<file path="src/rtl/key12_encoder.sv">
// rtl/key12_encoder.sv - 12-key active-low pushbutton encoder with debounce
// Synchronizes and debounces the key vector as a whole, then emits one code pulse per accepted press.
module key12_encoder #(
  parameter int DEBOUNCE_CYCLES = 250000
) (
  input  logic        clk,
  input  logic        rst_n,
  input  logic [11:0] inkey,
  output logic [3:0]  code,
  output logic        code_valid,
  output logic        key_held,
  output logic        multi_err
);

  localparam int CW = $clog2(DEBOUNCE_CYCLES);
  localparam logic [CW-1:0] CNT_MAX = CW'(DEBOUNCE_CYCLES - 1);

  typedef enum logic [1:0] {IDLE, HELD, ERR} state_t;

  logic [11:0]   s1, s2, s3, deb;
  logic [CW-1:0] cnt;
  state_t        state;
  logic [3:0]    idx;
  logic          one_hot;

  // Any bit change restarts the window for the whole vector.
  always_ff @(posedge clk or negedge rst_n) begin
    if (!rst_n) begin
      s1  <= '0;
      s2  <= '0;
      s3  <= '0;
      cnt <= '0;
      deb <= '0;
    end else begin
      s1 <= ~inkey;
      s2 <= s1;
      s3 <= s2;
      if (s2 != s3) begin
        cnt <= '0;
      end else if (cnt != CNT_MAX) begin
        cnt <= cnt + 1'b1;
      end else begin
        deb <= s2;
      end
    end
  end

  always_comb begin
    idx = '0;
    for (int i = 0; i < 12; i++) begin
      if (deb[i]) idx = 4'(i);
    end
    one_hot = (deb != '0) && ((deb & (deb - 12'd1)) == '0);
  end

  always_ff @(posedge clk or negedge rst_n) begin
    if (!rst_n) begin
      state      <= IDLE;
      code       <= 4'hF;
      code_valid <= 1'b0;
      key_held   <= 1'b0;
      multi_err  <= 1'b0;
    end else begin
      code_valid <= 1'b0;
      case (state)
        IDLE: begin
          if (one_hot) begin
            code       <= 4'd11 - idx;
            code_valid <= 1'b1;
            key_held   <= 1'b1;
            state      <= HELD;
          end else if (deb != '0) begin
            multi_err <= 1'b1;
            state     <= ERR;
          end
        end
        HELD, ERR: begin
          // Added keys while held are ignored; only a full release rearms.
          if (deb == '0) begin
            key_held  <= 1'b0;
            multi_err <= 1'b0;
            state     <= IDLE;
          end
        end
        default: state <= IDLE;
      endcase
    end
  end

endmodule

</file>
<file path="config.mk">
export PLATFORM = sky130hd
export DESIGN_NAME = key12_encoder
export DESIGN_NICKNAME = d
export VERILOG_FILES = /design/src/rtl/key12_encoder.sv
export SDC_FILE = /design/constraint.sdc
export NUM_CORES = 1
export LEC_CHECK = 0
export CORE_ASPECT_RATIO = 1.5
export CORE_MARGIN = 2
export CORE_UTILIZATION = 50
export CTS_CLUSTER_DIAMETER = 30
export CTS_CLUSTER_SIZE = 14
export DETAILED_ROUTE_END_ITERATION = 12
export PLACE_DENSITY = 0.76
export SETUP_SLACK_MARGIN = 0.2
export SYNTH_ARGS = -nofsm -noshare
export SYNTH_HDL_FRONTEND = slang
export SYNTH_SLANG_ARGS = --single-unit
</file>
<file path="constraint.sdc">
create_clock -name clk -period 2.3 [get_ports clk]
set_input_delay 0.46 -clock clk [delete_from_list [all_inputs] [get_ports clk]]
set_output_delay 0.46 -clock clk [all_outputs]
set_load 0.01 [all_outputs]
</file>
==> results by group <==
Status
  • Status: finished clean

Cells and area
  • Fillers: 472
  • Nets: 309
  • Design area: 3800 sq um
  • Fraction of layout cells with a size suffix above 1: 23.8%
  • Antenna diodes: 0
  • Synthesis-to-finish area growth: 22.5%

Setup path
  • Critical path data required time: 2.59 ns
  • R2r endpoint: code[0]$_DFFE_PN1P_
  • Crit path DAT: 2.37 ns
  • CP max stage cell: or4_4
  • Crit Reg-Reg Startpoint: deb[0]$_DFFE_PN0P_
  • Crit Path Class: register to register
  • Worst Setup Start Kind: register
  • Critical path's largest stage delay: 0.59 ns
  • Critical path endpoint category: register
  • Worst-path cell chain: or4_4 > a211oi_4 > a31oi_4 > nor3_4 > mux2_4
  • Setup slack, reg-to-reg: 0.21 ns
  • Crit path max fanout: 5
  • Worst reg2reg path depth: 5

Synth
  • Mapped cell area: 3100 sq um
  • Post-synth EDFFs: 0
  • Synth Register Bits: 75
  • Ranking of synthesized cells by area: dfrtp_1 (57%), xor2_1 (6.2%), mux2_2 (4.4%)
  • Synth area leader: dfrtp_1
  • Most common cell in the netlist: dfrtp_1
  • Synth warn: 0
  • Area share of the largest cell type after synthesis: 57.2%
  • Asr flop ratio synth: 100%
  • Synth Instances: 253
  • Register area share after synthesis: 60.6%
  • Syn Area/Cell: 12.3 sq um
  • Commonest cells in the synthesized netlist: dfrtp_1 (71), nor2_1 (27), xor2_1 (22)
  • Unique masters post-synth: 46
  • Syn_nets: 269
  • Top_reg_cell synth: dfrtp_1

Timing
  • Setup TNS: 0 ns
  • FMAX: 0.479 GHz
  • Worst-margin pin slew: 0.522 ns
  • Clock skew: 0.0143 ns
  • Final setup viols: 0
  • Max Slew Vio Count: 0
  • RSZ-0062 raised after global routing: yes
  • Slew HR: 65.0%
  • Hold Fails Final Rpt: 0
  • Final worst slack: 0.214 ns
  • WHS: 0.128 ns
  • Crit path time final: 2.09 ns
  • Fin crit share: 90.7%

Floorplan
  • Row Count: 35
  • Die H: 101 um
  • Core region area: 6090 sq um
  • DIE AREA: 6870 sq um
  • Die extent in x: 68.3 um
  • Starting Density: 51.0%
  • Ports: 21

Power
  • Leakage power: 0.00166 uW
  • Power density over the cells: 681 nW/um^2
  • Power Total: 2590 uW
  • Max IR drop VDD: 0.444 mV

Detailed routing
  • Per-cell routed wire length: 15.3 um
  • Drt drc: 0
  • Iter 0 DRT Violations: 115
  • Vias per cell: 5.49
  • Final WL: 5.68 mm
  • First-pass iteration count of the detailed router: 4
  • ANT nets after route: 0
  • Met2 wire length: 3.15 mm
  • Metal3 WL: 137 um
  • Top Layer Used: met4
  • Met1 Routed Length: 2.19 mm
  • DR vias: 2041

Placed design
  • DPL Wire Length: 3.74 mm
  • DP Area: 3410 sq um
  • IO Port Bufs: 20
  • Setup WS pre-CTS: 0.151 ns
  • GPL Wtd Cong: 0.821

Clock tree
  • Root buffer cell: clkbuf_8
  • Clock sink count: 75
  • Clk slew on worst S/H paths: 0.09 ns
  • Hold-fix buffers, CTS: 0
  • Clk buf depth: 2
  • Cts bufs inserted: 9
  • CTS H-Tree Depth: 3
  • CTS tree: built
  • Worst-skew pair later-pin latency: 0.35 ns

Run
  • Max_cap viols: 0

GRT
  • Pin count of the biggest net entering global routing: 76
  • Total track usage: 18.8%
  • Initial antenna violation count: 0
  • Number of global-route vias before repair: 2005
  • Remaining Overflow, GRT: 0
  • Global-route wire length before repair: 9.26 mm

Min path
  • Worst hold path class: primary input to async pin
## area by class of cell
cell class / instances / area (sq um) / share of cell area [%]
clock buffers: 9 / 124 / 3.26
clock inverters: 7 / 106 / 2.80
inverters: 17 / 63.8 / 1.68
multi-input cells: 157 / 1210 / 31.8
flip-flops and latches: 75 / 1890 / 49.7
well taps: 74 / 92.6 / 2.44
repair buffers: 33 / 318 / 8.36
## worst max-delay path by stage
stage	startpoint	slack [ns]	cells after the start	to
2_1_floorplan	deb[1]$_DFFE_PN0P_	0.28	5	code[0]$_DFFE_PN1P_
3_3_place_gp	deb[1]$_DFFE_PN0P_	0.19	5	code[0]$_DFFE_PN1P_
3_5_place_dp	deb[1]$_DFFE_PN0P_	0.15	5	code[1]$_DFFE_PN1P_
4_1_cts	deb[1]$_DFFE_PN0P_	0.20	5	code[0]$_DFFE_PN1P_
5_1_grt	deb[0]$_DFFE_PN0P_	0.15	5	code[2]$_DFFE_PN1P_
6_report	deb[0]$_DFFE_PN0P_	0.21	5	code[0]$_DFFE_PN1P_
## state kept, by name, indices dropped and copies added (netlist names)
signal	flops
deb	12
multi_err	1
code_valid	1
s2	12
code	4
s3	12
key_held	1
s1	12
state	2
cnt	18
## where the power goes
| group | switching, uW | internal (uW) | leakage (uW) |
|---|---|---|---|
| Sequential | 18.7 | 1350 | 0.000940 |
| Clock | 519 | 631 | 0.000117 |
| Combinational | 36.9 | 32.8 | 0.000606 |
| Total | 574 | 2010 | 0.00166 |
## per-layer routing
layer	up-vias	GRT usage, %
met2	35	30.8
met1	1025	21.7
met5	-	0
li1	965	-
met3	16	3.35
met4	0	13.1
## repair_timing
item                       4_1_cts  5_1_grt
setup endpoints to repair       16       20
pin swaps                        1        5
resized for setup                4       17
setup buffers                    1        8
## metrics by stage
step                utilization, %  cells
floorplan                        -    253
global placement              56.0    347
detailed placement            56.0    347
CTS                           60.2    364
global route                  62.5    372
finish                        62.5    372
## logic make-up (layout without fill, tap and decap cells)
kind of cell	after synthesis	count (layout)	share of synthesized area, %
XOR/XNOR	27	27	7.62
AO/OA/AOI/OAI	27	27	7.26
adder cells (fa/ha/maj)	2	2	0.806
multiplexers	17	17	6.45
flip-flops	75	75	60.6
buffers and inverters	21	66	2.82
AND/OR/NAND/NOR	84	84	14.4
## placed cells by master, fill, tap and decap left out, types with 5 or more instances in the layout
master / Yosys / layout
a21oi_1: 5 / 5
buf_4: 0 / 11
clkbuf_8: 0 / 9
clkdlybuf4s50_1: 0 / 19
dfrtp_1: 71 / 65
dfrtp_2: 0 / 6
inv_1: 17 / 17
mux2_2: 12 / 12
nand2_1: 7 / 7
nand3_1: 11 / 11
nand4_1: 6 / 6
nor2_1: 27 / 25
nor4_1: 10 / 8
xnor2_1: 5 / 5
xor2_1: 22 / 22
## critical path: cells and delay by family (launching register included)
kind | cells | cell delay [ns]
AOI/OAI and AO/OA | 2 | 0.33
muxes | 1 | 0.33
DFF | 1 | 0.44
and+or+nand+nor | 2 | 0.91
Note: power is estimated with default switching activity, not from simulation.
